--- config.mk ---
export PLATFORM = sky130hd
export DESIGN_NAME = led_pixel_receiver
export DESIGN_NICKNAME = d
export VERILOG_FILES = /design/src/rtl/led_pkg.sv /design/src/rtl/led_pulse_timer.sv /design/src/rtl/led_pixel_receiver.sv
export SDC_FILE = /design/constraint.sdc
export NUM_CORES = 1
export LEC_CHECK = 0
export ABC_CLOCK_PERIOD_IN_PS = 7400
export BUFFER_PORTS_ARGS = -buffer_cell sky130_fd_sc_hd__buf_2
export CORE_MARGIN = 1
export CORE_UTILIZATION = 40
export DETAILED_ROUTE_END_ITERATION = 10
export PLACE_DENSITY_LB_ADDON = 0.12
export SLEW_MARGIN = 5
export SYNTH_ARGS = -nofsm -noshare
export SYNTH_HDL_FRONTEND = slang
export SYNTH_HIERARCHICAL = 1
export SYNTH_SLANG_ARGS = --single-unit
--- constraint.sdc ---
create_clock -name clk_in -period 7.4 [get_ports clk_in]
set_input_delay 0 -clock clk_in [delete_from_list [all_inputs] [get_ports clk_in]]
set_output_delay 0 -clock clk_in [all_outputs]
set_load 0.01 [all_outputs]
--- src/rtl/led_pkg.sv ---
// Shared WS2812B definitions: receiver FSM states, nominal line timing
// (in 100 MHz cycles), the GRB pixel layout and a small majority helper.
// Used by both the pixel receiver and the strand transmitter.
package led_pkg;

  typedef enum logic [1:0] {
    IDLE  = 2'd0,
    HIGH  = 2'd1,
    LOW   = 2'd2,
    ERROR = 2'd3
  } rx_state_t;

  localparam int T0H     = 40;
  localparam int T0L     = 85;
  localparam int T1H     = 80;
  localparam int T1L     = 45;
  localparam int T_RESET = 5000;

  localparam int PIXEL_BITS = 24;

  // Wire order on the strand: green first, blue last, each MSB first.
  typedef struct packed {
    logic [7:0] green;
    logic [7:0] red;
    logic [7:0] blue;
  } grb_pixel_t;

  function automatic logic majority3(input logic a, input logic b, input logic c);
    return (a & b) | (a & c) | (b & c);
  endfunction

endpackage

--- src/rtl/led_pulse_timer.sv ---
// Front end of the WS2812B receiver: 2-flop synchronizer, optional 3-sample
// majority filter (enabled by defining LED_RX_GLITCH_FILTER_EN, adds two
// cycles of latency), edge detection and saturating high/low run counters.
// high_cnt holds the width of the current/last high pulse (saturates at
// T_MAX_HIGH+1); low_cnt holds the length of the current low run
// (saturates at T_RESET) and is zero while the line is high.
module led_pulse_timer #(
  parameter int T_MAX_HIGH = 120,
  parameter int T_RESET    = led_pkg::T_RESET,
  parameter int HIGH_W     = $clog2(T_MAX_HIGH + 2),
  parameter int LOW_W      = $clog2(T_RESET + 1)
) (
  input  logic              clk_in,
  input  logic              rst,
  input  logic              strand_in,
  output logic              rise,
  output logic              fall,
  output logic [HIGH_W-1:0] high_cnt,
  output logic [LOW_W-1:0]  low_cnt
);

  localparam logic [HIGH_W-1:0] HIGH_SAT = HIGH_W'(T_MAX_HIGH + 1);
  localparam logic [LOW_W-1:0]  LOW_SAT  = LOW_W'(T_RESET);

  logic sync_meta;
  logic sync_q;
  logic line;
  logic line_d;

  // Two-flop synchronizer for the asynchronous strand pin.
  always_ff @(posedge clk_in or posedge rst) begin
    if (rst) begin
      sync_meta <= 1'b0;
      sync_q    <= 1'b0;
    end else begin
      sync_meta <= strand_in;
      sync_q    <= sync_meta;
    end
  end

`ifdef LED_RX_GLITCH_FILTER_EN
  logic [1:0] hist;
  logic       filt;

  // Registered majority over three consecutive samples drops 1-cycle spikes.
  always_ff @(posedge clk_in or posedge rst) begin
    if (rst) begin
      hist <= 2'b00;
      filt <= 1'b0;
    end else begin
      hist <= {hist[0], sync_q};
      filt <= led_pkg::majority3(sync_q, hist[0], hist[1]);
    end
  end

  assign line = filt;
`else
  assign line = sync_q;
`endif

  // Delayed copy of the decoded line for edge detection.
  always_ff @(posedge clk_in or posedge rst) begin
    if (rst) begin
      line_d <= 1'b0;
    end else begin
      line_d <= line;
    end
  end

  assign rise = line & ~line_d;
  assign fall = ~line & line_d;

  // High-width counter: restarts on a rising edge, holds after the fall.
  always_ff @(posedge clk_in or posedge rst) begin
    if (rst) begin
      high_cnt <= '0;
    end else if (rise) begin
      high_cnt <= HIGH_W'(1);
    end else if (line && (high_cnt < HIGH_SAT)) begin
      high_cnt <= high_cnt + HIGH_W'(1);
    end else begin
      high_cnt <= high_cnt;
    end
  end

  // Low-run counter: zero while high, restarts on a fall, saturates at T_RESET.
  always_ff @(posedge clk_in or posedge rst) begin
    if (rst) begin
      low_cnt <= '0;
    end else if (rise) begin
      low_cnt <= '0;
    end else if (fall) begin
      low_cnt <= LOW_W'(1);
    end else if (!line && (low_cnt < LOW_SAT)) begin
      low_cnt <= low_cnt + LOW_W'(1);
    end else begin
      low_cnt <= low_cnt;
    end
  end

endmodule

--- src/rtl/led_pixel_receiver.sv ---
// WS2812B strand receiver: decodes high-pulse widths into bits, assembles
// 24-bit GRB pixels and reports them with a position index, frame ends,
// illegal pulses and frames longer than NUM_LEDS pixels.
// Optional glitch filter: define LED_RX_GLITCH_FILTER_EN (see led_pulse_timer).
module led_pixel_receiver #(
  parameter int NUM_LEDS      = 20,
  parameter int T_BIT_THRESH  = 60,
  parameter int T_MIN_HIGH    = 15,
  parameter int T_MAX_HIGH    = 120,
  parameter int T_RESET       = led_pkg::T_RESET,
  parameter int COUNTER_WIDTH = $clog2(NUM_LEDS)
) (
  input  logic                   clk_in,
  input  logic                   rst,
  input  logic                   strand_in,
  output logic [7:0]             green_out,
  output logic [7:0]             red_out,
  output logic [7:0]             blue_out,
  output logic                   pixel_valid,
  output logic [COUNTER_WIDTH:0] pixel_index,
  output logic                   frame_done,
  output logic                   bit_error,
  output logic                   overflow
);

  import led_pkg::*;

  localparam int HIGH_W = $clog2(T_MAX_HIGH + 2);
  localparam int LOW_W  = $clog2(T_RESET + 1);
  localparam int IDX_W  = COUNTER_WIDTH + 1;

  localparam logic [HIGH_W-1:0] MIN_W    = HIGH_W'(T_MIN_HIGH);
  localparam logic [HIGH_W-1:0] THRESH_W = HIGH_W'(T_BIT_THRESH);
  localparam logic [HIGH_W-1:0] MAX_W    = HIGH_W'(T_MAX_HIGH);
  localparam logic [LOW_W-1:0]  RESET_W  = LOW_W'(T_RESET);
  localparam logic [IDX_W-1:0]  LED_LIM  = IDX_W'(NUM_LEDS);
  localparam logic [4:0]        LAST_BIT = 5'd23;

  logic              rise;
  logic              fall;
  logic [HIGH_W-1:0] high_cnt;
  logic [LOW_W-1:0]  low_cnt;

  rx_state_t   state;
  rx_state_t   next_state;
  logic [22:0] shift_reg;
  logic [4:0]  bit_cnt;
  grb_pixel_t  pixel_q;
  grb_pixel_t  new_pixel;

  logic take_bit;
  logic bit_val;
  logic err_pulse;
  logic end_frame;
  logic clear_partial;
  logic pixel_done;
  logic pixel_accept;
  logic pixel_drop;

  led_pulse_timer #(
    .T_MAX_HIGH (T_MAX_HIGH),
    .T_RESET    (T_RESET),
    .HIGH_W     (HIGH_W),
    .LOW_W      (LOW_W)
  ) u_timer (
    .clk_in    (clk_in),
    .rst       (rst),
    .strand_in (strand_in),
    .rise      (rise),
    .fall      (fall),
    .high_cnt  (high_cnt),
    .low_cnt   (low_cnt)
  );

  // FSM state register.
  always_ff @(posedge clk_in or posedge rst) begin
    if (rst) begin
      state <= IDLE;
    end else begin
      state <= next_state;
    end
  end

  // Next state plus per-cycle decode strobes for the datapath.
  always_comb begin
    next_state    = state;
    take_bit      = 1'b0;
    bit_val       = 1'b0;
    err_pulse     = 1'b0;
    end_frame     = 1'b0;
    clear_partial = 1'b0;
    case (state)
      IDLE: begin
        if (rise) begin
          next_state = HIGH;
        end else begin
          next_state = IDLE;
        end
      end
      HIGH: begin
        if (high_cnt > MAX_W) begin
          err_pulse     = 1'b1;
          clear_partial = 1'b1;
          next_state    = ERROR;
        end else if (fall) begin
          next_state = LOW;
          if (high_cnt < MIN_W) begin
            err_pulse = 1'b1;
          end else begin
            take_bit = 1'b1;
            bit_val  = (high_cnt >= THRESH_W);
          end
        end else begin
          next_state = HIGH;
        end
      end
      LOW: begin
        // A line that rises exactly as the reset time completes still ends the frame.
        if (low_cnt == RESET_W) begin
          end_frame  = 1'b1;
          next_state = rise ? HIGH : IDLE;
        end else if (rise) begin
          next_state = HIGH;
        end else begin
          next_state = LOW;
        end
      end
      ERROR: begin
        if (low_cnt == RESET_W) begin
          end_frame  = 1'b1;
          next_state = rise ? HIGH : IDLE;
        end else begin
          next_state = ERROR;
        end
      end
      default: begin
        next_state = IDLE;
      end
    endcase
  end

  assign pixel_done   = take_bit && (bit_cnt == LAST_BIT);
  assign pixel_accept = pixel_done && (pixel_index < LED_LIM);
  assign pixel_drop   = pixel_done && !(pixel_index < LED_LIM);
  assign new_pixel    = grb_pixel_t'({shift_reg, bit_val});

  // Bit assembly: shift MSB-first, discard partial pixels on frame end or error.
  always_ff @(posedge clk_in or posedge rst) begin
    if (rst) begin
      shift_reg <= '0;
      bit_cnt   <= '0;
    end else if (end_frame || clear_partial || pixel_done) begin
      shift_reg <= '0;
      bit_cnt   <= '0;
    end else if (take_bit) begin
      shift_reg <= {shift_reg[21:0], bit_val};
      bit_cnt   <= bit_cnt + 5'd1;
    end else begin
      shift_reg <= shift_reg;
      bit_cnt   <= bit_cnt;
    end
  end

  // Colour outputs and the single-cycle status pulses.
  always_ff @(posedge clk_in or posedge rst) begin
    if (rst) begin
      pixel_q     <= '0;
      pixel_valid <= 1'b0;
      frame_done  <= 1'b0;
      bit_error   <= 1'b0;
    end else begin
      pixel_valid <= pixel_accept;
      frame_done  <= end_frame;
      bit_error   <= err_pulse;
      if (pixel_accept) begin
        pixel_q <= new_pixel;
      end else begin
        pixel_q <= pixel_q;
      end
    end
  end

  // Frame position advances after each reported pixel; overflow is sticky per frame.
  always_ff @(posedge clk_in or posedge rst) begin
    if (rst) begin
      pixel_index <= '0;
      overflow    <= 1'b0;
    end else if (end_frame) begin
      pixel_index <= '0;
      overflow    <= 1'b0;
    end else begin
      overflow <= overflow | pixel_drop;
      if (pixel_valid) begin
        pixel_index <= pixel_index + IDX_W'(1);
      end else begin
        pixel_index <= pixel_index;
      end
    end
  end

  assign green_out = pixel_q.green;
  assign red_out   = pixel_q.red;
  assign blue_out  = pixel_q.blue;

endmodule

After elaboration in Yosys (flattened, before gate mapping)
Cells that the tools add are included.
- register bits: 87
- bits in latches: 0
- RAM bits: 0
- bits in read-only memories: 0
- input port bits: 3
- memories: 0
- add/subtract/negate cells: 4
- multipliers: 0
- divide/modulo/power cells: 0
- magnitude comparators: 6
- equality and inequality tests: 5
- shift-type cells: 0
- multiplexer cells: 35
- bitwise operators: 5
- reductions and logical operators: 15
- operator list (operator ; count):
    $mux 23 ; 2
    $mux 13 ; 3
    $mux 1 ; 18
    $mux 7 ; 2
    $add 13x1->13 const B ; 1
    $eq 13x13->1 const B ; 1
    $lt 13x13->1 const B ; 1
    $mux 6 ; 2
    $mux 2 ; 5
    $mux 5 ; 2
    $pmux 2 s4 ; 1
    $add 7x1->7 const B ; 1
    $ge 7x6->1 const B ; 1
    $gt 7x7->1 const B ; 1
    $lt 7x4->1 const B ; 1
    $lt 7x7->1 const B ; 1
    $add 6x1->6 const B ; 1
    $lt 6x5->1 const B ; 1
    $reduce_bool 2->1 ; 3
    $add 5x1->5 const B ; 1
    $eq 5x5->1 const B ; 1
    $logic_and 1x1->1 ; 5
    $eq 2x2->1 const B ; 2
    $reduce_bool 3->1 ; 1
    other kinds (8) ; 12

Longest topological paths before layout
Gate-level depths: netlist of run 1.
- depth in word-level cells: 9
- gate-level depth with buffers: 9
- gate-level depth less buffers: 6

Cells and area by module
Netlist of run 1, hierarchy kept.
- by module, submodules not included (module ; instances ; cells an instance ; area each (um2) ; seq. area each (um2)):
    led_pixel_receiver ; 1 ; 192 ; 2711.4 ; 1601.5
    led_pulse_timer ; 1 ; 129 ; 1280.0 ; 575.6

Least setup slack after synthesis of run 1
No wires, ideal clock.
- kind: flip-flop to flip-flop
- from: reg u_timer.sync_q, in the netlist u_timer/line
- to: reg pixel_q (netlist bit blue_out[6])
- library setup time: 0.125 ns
- arrival time: 2.213 ns
- required time: 7.275 ns
- slack: 5.062 ns
- stages on the path, launching flop included: 10
- period minus slack after synthesis: 2.338 ns
- path through: dfrtp_1 clkbuf_1 inv_1 ha_1 nand3b_1 a21o_1 or4_1 buf_6 buf_12 mux2_4
- word-level cells in the longest chain between the ends: 7
- RTL lines (item ; RTL line ; text):
    from (decl) ; led_pulse_timer.sv:26 ; logic sync_q;
    from (signal assigned) ; led_pulse_timer.sv:37 ; sync_q <= sync_meta;
    $not 1->1 ; led_pulse_timer.sv:71 ; assign fall = ~line & line_d;
    $and 1x1->1 ; led_pulse_timer.sv:71 ;
    via fall ; led_pixel_receiver.sv:40 ; logic fall;
    $mux 1 ; led_pixel_receiver.sv:105 ; end else if (fall) begin
    $mux 1 ; led_pixel_receiver.sv:101 ; if (high_cnt > MAX_W) begin
    $mux 1 ; led_pixel_receiver.sv:92 ; case (state)
    $logic_and 1x1->1 ; led_pixel_receiver.sv:142 ; assign pixel_done = take_bit && (bit_cnt == LAST_BIT);
    $logic_and 1x1->1 ; led_pixel_receiver.sv:143 ; assign pixel_accept = pixel_done && (pixel_index < LED_LIM);
    to (signal assigned) ; led_pixel_receiver.sv:176 ; pixel_q <= new_pixel;
    to (signal assigned) ; led_pixel_receiver.sv:178 ; pixel_q <= pixel_q;
    to (decl) ; led_pixel_receiver.sv:48 ; grb_pixel_t pixel_q;
The timed path passes the listed nets, and every way through them passes these cells.
A chain may end at the register's enable or synchronous reset.

Final worst setup path of run 1
- from: reg u_timer.high_cnt[2]
- to: reg pixel_q (netlist bit green_out[3])
- word-level cells in the longest chain between the ends: 7
- elaborated cells between the ends (all ways): 8
- classes of those cells: order compare (2); mux (4); reduce/logical (2)
- RTL lines (item ; RTL line ; text):
    from (decl) ; led_pulse_timer.sv:18 ; output logic [HIGH_W-1:0] high_cnt,
    from (signal assigned) ; led_pulse_timer.sv:80 ; high_cnt <= high_cnt + HIGH_W'(1);
    from (signal assigned) ; led_pulse_timer.sv:82 ; high_cnt <= high_cnt;
    $lt 7x4->1 ; led_pixel_receiver.sv:107 ; if (high_cnt < MIN_W) begin
    $mux 1 ; led_pixel_receiver.sv:107 ;
    $mux 1 ; led_pixel_receiver.sv:105 ;
    $mux 1 (*) ; led_pixel_receiver.sv:101 ;
    $mux 1 (*) ; led_pixel_receiver.sv:92 ;
    $logic_and 1x1->1 (*) ; led_pixel_receiver.sv:142 ;
    $logic_and 1x1->1 (*) ; led_pixel_receiver.sv:143 ;
Mark *: on every way between the ends. The rest lies on a longest branch, timed or not.

==> flow_summary.toml, run 1 <==
[placed_design]
hpwl_um = 5210
place_inst = 479
placed_area_um2 = 4250
gp_congestion = 0.843
io_buffer_count = 36
pre_cts_slack_ns = 4.63

[synthesis]
ys.flop_type = "dfrtp_1"
synthTopCellsByArea = "dfrtp_1 55%, mux2_4 7.1%, a22o_1 5.3%, mux2_2 2.0%, ha_1 1.9%"
synth-edff-count = 0
synth_xor_area_share_pct = 1.54
syn-instance-count = 321
ys_ff_latch = 87
synth_compound_area_share_pct = 15.6
synth_top_family_by_area = "compound AO/OA/AOI/OAI gates"
synth_top_area_share_pct = 54.5
synth-simple-area-share_pct = 12.7
syn-cell-area_um2 = 3990
avgSynthCellArea_um2 = 12.4
synth_cell_types = 67
yosys.area_share.adder_pct = 1.88
yosys_warnings = 6
synthArstFlopShare_pct = 100
synth_fp_nets = 330
synth.largest_area_cell = "dfrtp_1"
synthMuxAreaShare_pct = 9.62
synth_seq_area_share_pct = 54.5

[final_layout]
mostFrequentLayoutCell = "dfrtp_1"
layout_common_cells = "87 x dfrtp_1, 36 x buf_2, 24 x a22o_1"
n_antenna_cell = 0
drive_above_1_share_pct = 25.8
stdcell_area_um2 = 4480
fin_cells = 497
final_core_util_pct = 46.0
syn2layout_area_growth_pct = 12.1
largest_register_ffs = 23
nets = 368

[die]
io_pins = 37
initial_core_util_pct = 41.0
die_area_um2 = 10400
die_h_um = 102
core_region_area_um2 = 9730
num_rows = 36
die_w_um = 102

[sta]
worst_pin_slew_ns = 0.935
skew_ns = 0.0100
final_max_slew_viol_count = 0
rsz0062_at_grt = "no"
timing.final.crit_share_pct = 37.2
hold_violations = 0
hold_ws_ns = 0.287
fin_crit_ns = 2.75
final.setup.tns_ns = 0
setup_viol = 0
max_freq_mhz = 363
setup_ws_ns = 4.65
maxSlewHeadroom_pct = 37.7

[worst_hold_path]
hp-class = "input port to flip-flop"
whs_path_depth = 2
hold_start = "strand_in"
hold_end = "u_timer/sync_meta$_DFF_PP0_"

[drt]
vias_per_cell = 5.43
drc_errors = 0
routed_wl_um = 7910
via_count = 2697
drtAntennaViolNets = 0
drtPass1Iterations = 4
avgRoutedWirePerCell_um = 15.9
drtIter0Drc = 82

[grt]
grt_pass1_wl_um = 12800
grt_util_met1_pct = 22.2
use_met3_pct = 3.28
track_usage_pct = 16.1
antenna_found_initial = 0
busiest_layer = "met2"
grt_max_degree = 65
use_met2_pct = 25.1
globalRouteOverflowTotal = 0
grt_pass1_vias = 2494

[clock_tree]
post_cts_resized = 0
postCtsSetupBuffers = 0
clk_latency_ns = 0.35
clock_path_buffers = 2
holdBufCountCts = 2
numCtsBuffers = 9
cts.clk_slew.worst_paths_ns = 0.09
clock-sinks = 87
cts_tree = "built"
cts_max_level = 3
root_buffer = "clkbuf_8"

[power_and_ir_drop]
power.total_uw = 929
ir_drop_v = 0.0000989
power_density_nw_per_um2 = 208
p_leak_nw = 2.25

[critical_path]
critPathSlowestCell = "or4_1"
r2r_setup_slack_ns = 4.65
reg2reg_to = "green_out[3]$_DFFE_PP0P_"
cp.required_ns = 7.64
cp-end-kind = "flip-flop"
r2r_cells = 5
critPathBufInv = 1
worst_ep_arrival_time_ns = 3.00
crit_chain = "and4_2 -> nor4_1 -> or4_1 -> buf_4 -> mux2_2"
regToRegStartpoint = "u_timer/high_cnt[2]$_DFFE_PP0P_"
max_stage_delay_ns = 0.58
critical_path_class = "flip-flop to flip-flop"
cpLargestDelayFamily = "simple AND/OR/NAND/NOR gates"
cp_max_fo = 17
startpoint_type = "flip-flop"

[job]
cap_violations = 0

[outcome]
status = "finished clean"
report_power, final:
group          switching [mW]  total (mW)  internal (mW)
logic                  0.0410      0.0695         0.0285
clock network           0.178       0.345          0.167
registers              0.0244       0.514          0.490
routing by layer:
metal,vias to the layer above,wire length (µm)
met5,-,0
met4,0,125
met3,13,324
met2,55,3520
met1,1334,3940
li1,1295,-
synthesized netlist by cell type, types with 3 or more instances:
| library cell | count |
|---|---|
| a21oi_1 | 10 |
| a22o_1 | 24 |
| a31oi_1 | 5 |
| and3_1 | 6 |
| and4_1 | 3 |
| buf_6 | 3 |
| clkbuf_1 | 6 |
| dfrtp_1 | 87 |
| ha_1 | 6 |
| inv_1 | 13 |
| mux2_2 | 7 |
| mux2_4 | 19 |
| nand2_1 | 11 |
| nand3_1 | 6 |
| nand4_1 | 7 |
| nor2_1 | 15 |
| nor3_1 | 4 |
| nor4b_1 | 3 |
| o21ai_0 | 10 |
| o22ai_1 | 5 |
| o31ai_1 | 3 |
| or4_1 | 3 |
| xor2_1 | 6 |
logic make-up (layout without fill, tap and decap cells):
family,count (synthesis),in the layout
and+or+nand+nor,83,83
AOI/OAI and AO/OA,82,82
xor gates and xnor gates,7,7
adders and majority gates,6,6
muxes,28,28
buffers and inverters,28,71
DFF,87,87
cell type report:
| class | instances | area [µm²] |
|---|---|---|
| inverter | 14 | 52.6 |
| multi-input combinational | 206 | 1650 |
| sequential | 87 | 2180 |
| timing repair buffer | 41 | 223 |
| clock inverter | 6 | 67.6 |
| fill | 945 | 5250 |
| tap | 133 | 166 |
| clock buffer | 10 | 138 |
worst max-delay path by stage:
stage	depth (start not counted)	startpoint	slack [ns]	to
final	5	u_timer/high_cnt[2]$_DFFE_PP0P_	4.65	green_out[3]$_DFFE_PP0P_
after global routing	5	u_timer/high_cnt[2]$_DFFE_PP0P_	4.45	green_out[2]$_DFFE_PP0P_
after CTS	7	u_timer/line$_DFF_PP0_	4.63	red_out[3]$_DFFE_PP0P_
after detailed placement	7	u_timer/line$_DFF_PP0_	4.63	red_out[3]$_DFFE_PP0P_
after global placement	7	u_timer/line$_DFF_PP0_	4.70	green_out[1]$_DFFE_PP0P_
after floorplan	9	u_timer/line$_DFF_PP0_	5.06	blue_out[6]$_DFFE_PP0P_
worst register-to-register path: stages, from the launching register on:
cell     delay, ns
dfrtp_1       0.45
and4_2        0.27
nor4_1        0.57
or4_1         0.58
buf_4         0.40
mux2_2        0.38
No activity file was read; power rests on OpenSTA's default activity.
==> inputs of run 2 (changes only) <==
--- a/config.mk
+++ b/config.mk
@@ -5,7 +5,7 @@
 export SDC_FILE = /design/constraint.sdc
 export NUM_CORES = 1
 export LEC_CHECK = 0
-export ABC_CLOCK_PERIOD_IN_PS = 7400
+export ABC_CLOCK_PERIOD_IN_PS = 2700
 export BUFFER_PORTS_ARGS = -buffer_cell sky130_fd_sc_hd__buf_2
 export CORE_MARGIN = 1
 export CORE_UTILIZATION = 40
==> constraint.sdc (replaced) <==
create_clock -name clk_in -period 2.7 [get_ports clk_in]
set_input_delay 0 -clock clk_in [delete_from_list [all_inputs] [get_ports clk_in]]
set_output_delay 0 -clock clk_in [all_outputs]
set_load 0.01 [all_outputs]
==> run 2 against run 1 <==
  * Final cell count increased by 1.6%
  * Design area increased by 2.2%
  * Clock-buffer cell count unchanged
  * Routed wire length decreased by 0.29%
  * Total power increased to 2.9 times the previous value
  * First-iteration DRC count decreased by 9.8%
  * Sequential share of layout area decreased by 1.0 points
  * Utilization increased by 1.0 points
  * Hold slack got worse by 0.10 ns
  * Global-route usage increased by 0.46 points
  * Largest cell class unchanged
==> flow_summary.toml, run 2 (synthesized netlist as in run 1, its figures left out) <==
[final_layout]
n_fill_cell = 946
mostFrequentLayoutCell = "dfrtp_1"
n_antenna_cell = 0
multi_input_area_um2 = 1650
fin_cells = 505
drive_above_1_share_pct = 27.2
largest_register_ffs = 23
syn2layout_area_growth_pct = 14.6
seqCellArea_um2 = 2180
layout_common_cells = "87 x dfrtp_1, 36 x buf_2, 24 x a22o_1"
nets = 376

[drt]
drtPass1Iterations = 4
routed_wl_um = 7880
route.met3.wl_um = 190
dr_wl_met2_um = 3700
drt-met1-wl_um = 3870
drtIter0Drc = 74
via_count = 2739
avgRoutedWirePerCell_um = 15.6
dr.max_layer_used = "met4"
vias_per_cell = 5.42
drtAntennaViolNets = 0
drc_errors = 0

[power_and_ir_drop]
p_sw_uw = 667
power.total_mw = 2.73
p_int_mw = 2.06
pwr-share-seq_pct = 51.1
ir_drop_v = 0.000304
p_leak_nw = 2.31
power_frac_comb_pct = 8.1
power_density_nw_per_um2 = 596
power_frac_clock_pct = 40.8
swShare_pct = 24.5

[clock_tree]
cts.clk_slew.worst_paths_ns = 0.09
clock-sinks = 87
cts_max_level = 3
cts_tree = "built"
postCtsSetupBuffers = 0
numCtsBuffers = 9
clock_path_buffers = 2
clk_latency_ns = 0.36
root_buffer = "clkbuf_8"

[die]
die_area_um2 = 10400
initial_core_util_pct = 41.0
io_pins = 37
die_w_um = 102
die_h_um = 102
core_region_area_um2 = 9730
num_rows = 36

[critical_path]
cp.required_ns = 2.99
cp-end-kind = "flip-flop"
cp_max_fo = 18
startpoint_type = "flip-flop"
critical_path_class = "flip-flop to flip-flop"
worst_ep_arrival_time_ns = 2.72

[sta]
final.setup.tns_ns = 0
hold_ws_ns = 0.185
fin_crit_ns = 2.42
max_freq_mhz = 413
worst_pin_slew_ns = 0.922
rsz0062_at_grt = "no"
setup_viol = 0
skew_ns = 0.0125
maxSlewHeadroom_pct = 38.5
hold_violations = 0
timing.final.crit_share_pct = 89.7
final_max_slew_viol_count = 0

[worst_hold_path]
hp-class = "input port to asynchronous set/reset pin"

[placed_design]
hpwl_um = 5390
gp_congestion = 0.811
place_inst = 487
io_buffer_count = 36

[grt]
grt_pass1_wl_um = 13300
grt_pass1_vias = 2624
grt_max_degree = 27
track_usage_pct = 16.6
antenna_found_initial = 0
globalRouteOverflowTotal = 0

[job]
cap_violations = 0

[outcome]
status = "finished clean"
-- run 2: changes by cell type in the layout (fill, tap and decap cells not counted) --
cell | previous run | this run
buf_4 | 3 | 11
bufinv_16 | 1 | 3
clkbuf_1 | 0 | 1
clkbuf_8 | 10 | 9
clkinv_2 | 1 | 0
clkinvlp_4 | 2 | 1
-- run 2: worst paths after layout --
check,to,slack [ns],cells past startpoint,startpoint
worst max-delay path,shift_reg[6]$_DFFE_PP0P_,0.28,5,u_timer/high_cnt[2]$_DFFE_PP0P_
worst min-delay path,shift_reg[19]$_DFFE_PP0P_,0.18,3,rst
worst max register to register,shift_reg[6]$_DFFE_PP0P_,0.28,5,u_timer/high_cnt[2]$_DFFE_PP0P_
worst min register to register,u_timer/line$_DFF_PP0_,0.36,0,u_timer/sync_meta$_DFF_PP0_
max in group asynchronous,u_timer/low_cnt[11]$_DFFE_PP0P_,1.72,3,rst
min in group clk_in,u_timer/sync_meta$_DFF_PP0_,0.28,2,strand_in
-- run 2: power groups by stage --
stage	Combinational, mW	Clock [mW]	Sequential (mW)
2_1_floorplan	0.152	0	1.41
3_5_place_dp	0.219	0	1.42
3_3_place_gp	0.220	0	1.41
4_1_cts	0.224	1.14	1.39
6_report	0.221	1.11	1.39
5_1_grt	0.253	1.20	1.40
-- run 2: layout make-up --
cell class	instances	share of cell area, %
inverter	14	1.15
timing repair buffer	49	6.18
tap	133	3.64
clock buffer	10	2.79
clock inverter	6	2.52
multi-input combinational	206	36.1
sequential	87	47.6
-- run 2: worst max-delay path, cell delays in order (launching register included) --
cell and delay [ns]:
dfrtp_1 0.45, and4_2 0.26, or4_1 0.48, a211oi_2 0.64, buf_4 0.35, a22o_1 0.17
-- run 2: per-stage QoR --
| stage | cell area [µm²] | utilization (%) | setup slack (ns) |
|---|---|---|---|
| 6_report | 4570 | 47.0 | 0.279 |
| 5_1_grt | 4570 | 47.0 | 0.122 |
| 4_1_cts | 4570 | 47.0 | 0.272 |
| 3_5_place_dp | 4310 | 44.3 | 0.282 |
| 3_3_place_gp | 4310 | 44.3 | 0.329 |
| 2_1_floorplan | 3990 | - | 0.362 |
-- run 2: routing by layer --
metal  up-vias  GRT usage (%)
li1       1313              -
met1      1366           22.2
met2        45           26.6
met3        15           3.01
met4         0           6.92
met5         -              0
-- run 2: repair_timing --
item                                   CTS  global route
endpoints found under the hold margin   42             0
hold buffers                             2             0
gates resized for setup                  0             0
==> inputs of run 3 (changes only) <==
--- a/config.mk
+++ b/config.mk
@@ -6,10 +6,10 @@
 export NUM_CORES = 1
 export LEC_CHECK = 0
 export ABC_CLOCK_PERIOD_IN_PS = 2700
-export BUFFER_PORTS_ARGS = -buffer_cell sky130_fd_sc_hd__buf_2
 export CORE_MARGIN = 1
 export CORE_UTILIZATION = 40
 export DETAILED_ROUTE_END_ITERATION = 10
+export DONT_BUFFER_PORTS = 1
 export PLACE_DENSITY_LB_ADDON = 0.12
 export SLEW_MARGIN = 5
 export SYNTH_ARGS = -nofsm -noshare
==> run 3 against run 2 <==
  * Critical path depth down 1
  * Total power down 8.4%
  * First-iteration DRC count up 16%
  * Utilization down 1.6 points
  * Routed wire length up 1.2%
==> flow_summary.toml, run 3 (synthesized netlist as in run 1, its figures left out) <==
[power_and_ir_drop]
p_leak_nw = 2.13
power.total_mw = 2.50
power_frac_clock_pct = 34.0
power_frac_comb_pct = 11.0
ir_drop_v = 0.000341
p_int_mw = 1.81
swShare_pct = 27.5
power_density_nw_per_um2 = 566
pwr-share-seq_pct = 55.1
p_sw_uw = 686

[critical_path]
cp_max_fo = 26
cp-end-kind = "flip-flop"
cp.required_ns = 3.00
worst_ep_arrival_time_ns = 2.63
critical_path_class = "flip-flop to flip-flop"
startpoint_type = "flip-flop"

[sta]
max_freq_mhz = 430
hold_violations = 0
setup_viol = 0
skew_ns = 0.0128
fin_crit_ns = 2.32
rsz0062_at_grt = "no"
hold_ws_ns = 0.180
timing.final.crit_share_pct = 86.0
worst_pin_slew_ns = 0.906
final_max_slew_viol_count = 0
final.setup.tns_ns = 0
maxSlewHeadroom_pct = 39.5

[die]
num_rows = 36
initial_core_util_pct = 41.0
core_region_area_um2 = 9730
die_w_um = 102
die_h_um = 102
io_pins = 37
die_area_um2 = 10400

[placed_design]
hpwl_um = 5590
io_buffer_count = 0
gp_congestion = 0.856

[final_layout]
drive_above_1_share_pct = 21.7
largest_register_ffs = 23
mostFrequentLayoutCell = "dfrtp_1"
n_fill_cell = 931
nets = 350
layout_common_cells = "87 x dfrtp_1, 24 x a22o_1, 21 x buf_4"
n_antenna_cell = 0
multi_input_area_um2 = 1660
seqCellArea_um2 = 2180
syn2layout_area_growth_pct = 10.6

[drt]
vias_per_cell = 5.50
drtAntennaViolNets = 0
via_count = 2636
drtIter0Drc = 86
avgRoutedWirePerCell_um = 16.7
drc_errors = 0
routed_wl_um = 7980
drtPass1Iterations = 5

[worst_hold_path]
hp-class = "input port to asynchronous set/reset pin"

[clock_tree]
clock-sinks = 87
cts_max_level = 3
numCtsBuffers = 9
clock_path_buffers = 2
cts.clk_slew.worst_paths_ns = 0.09
root_buffer = "clkbuf_8"
postCtsSetupBuffers = 0
cts_tree = "built"
clk_latency_ns = 0.36

[grt]
grt_pass1_wl_um = 13400
track_usage_pct = 16.9
antenna_found_initial = 0
globalRouteOverflowTotal = 0
grt_pass1_vias = 2608
grt_max_degree = 28

[outcome]
status = "finished clean"

[job]
cap_violations = 0
-- run 3: cell count changes in the layout (fill, tap and decap cells not counted) --
cell and delta:
inv_8 +1, a211oi_2 -1, clkinv_4 +1, clkinvlp_4 +1, buf_2 -36, a211oi_4 +1, bufinv_16 -3, buf_4 +10
-- run 3: final timing paths --
| check | slack [ns] | startpoint | cells after the start | endpoint |
|---|---|---|---|---|
| worst max-delay path | 0.38 | u_timer/high_cnt[0]$_DFFE_PP0P_ | 4 | bit_cnt[0]$_DFFE_PP0P_ |
| worst min-delay path | 0.18 | rst | 2 | blue_out[1]$_DFFE_PP0P_ |
| worst max register to register | 0.38 | u_timer/high_cnt[0]$_DFFE_PP0P_ | 4 | bit_cnt[0]$_DFFE_PP0P_ |
| worst min register to register | 0.37 | u_timer/sync_meta$_DFF_PP0_ | 0 | u_timer/line$_DFF_PP0_ |
| max in group asynchronous | 1.81 | rst | 2 | u_timer/low_cnt[1]$_DFFE_PP0P_ |
| min in group clk_in | 0.20 | strand_in | 1 | u_timer/sync_meta$_DFF_PP0_ |
-- run 3: critical path: stages (launching register included) --
cell and delay (ns):
dfrtp_1 0.40, or3_4 0.41, a21oi_1 0.38, and3_1 0.80
mux2_2 0.28
-- run 3: metal layers --
layer	GRT usage [%]	vias up	share of wire, %
met5	0	-	0
met4	5.60	0	1.3
met3	4.24	11	3.9
met2	27.6	49	48
met1	22.0	1316	46
li1	-	1260	-
-- run 3: final cells by class --
| type | instances | share of cell area (%) |
|---|---|---|
| tap | 133 | 3.77 |
| clock buffer | 10 | 2.89 |
| sequential | 87 | 49.3 |
| clock inverter | 6 | 1.19 |
| inverter | 14 | 1.19 |
| timing repair buffer | 23 | 4.03 |
| multi-input combinational | 206 | 37.6 |
-- run 3: per-stage QoR --
stage / setup slack (ns) / cells / utilization, % / cell area, µm²
4_1_cts: 0.191 / 479 / 45.3 / 4410
5_1_grt: 0.0952 / 479 / 45.4 / 4410
6_report: 0.377 / 479 / 45.4 / 4410
3_3_place_gp: 0.210 / 461 / 43.2 / 4210
2_1_floorplan: 0.362 / 321 / - / 3990
3_5_place_dp: 0.201 / 461 / 43.2 / 4210
-- run 3: power groups by stage --
stage | clock network [mW] | registers (mW) | logic [mW]
after floorplan | 0 | 1.41 | 0.152
after global routing | 0.949 | 1.38 | 0.313
after CTS | 0.888 | 1.37 | 0.276
after global placement | 0 | 1.40 | 0.270
final | 0.848 | 1.38 | 0.274
after detailed placement | 0 | 1.40 | 0.270
-- run 3: what timing repair did --
| item | CTS | global route |
|---|---|---|
| setup endpoints to repair | 0 | 8 |
| hold endpoints to repair | 49 | 0 |
| hold buffers | 2 | 0 |
| resized for setup | 0 | 1 |
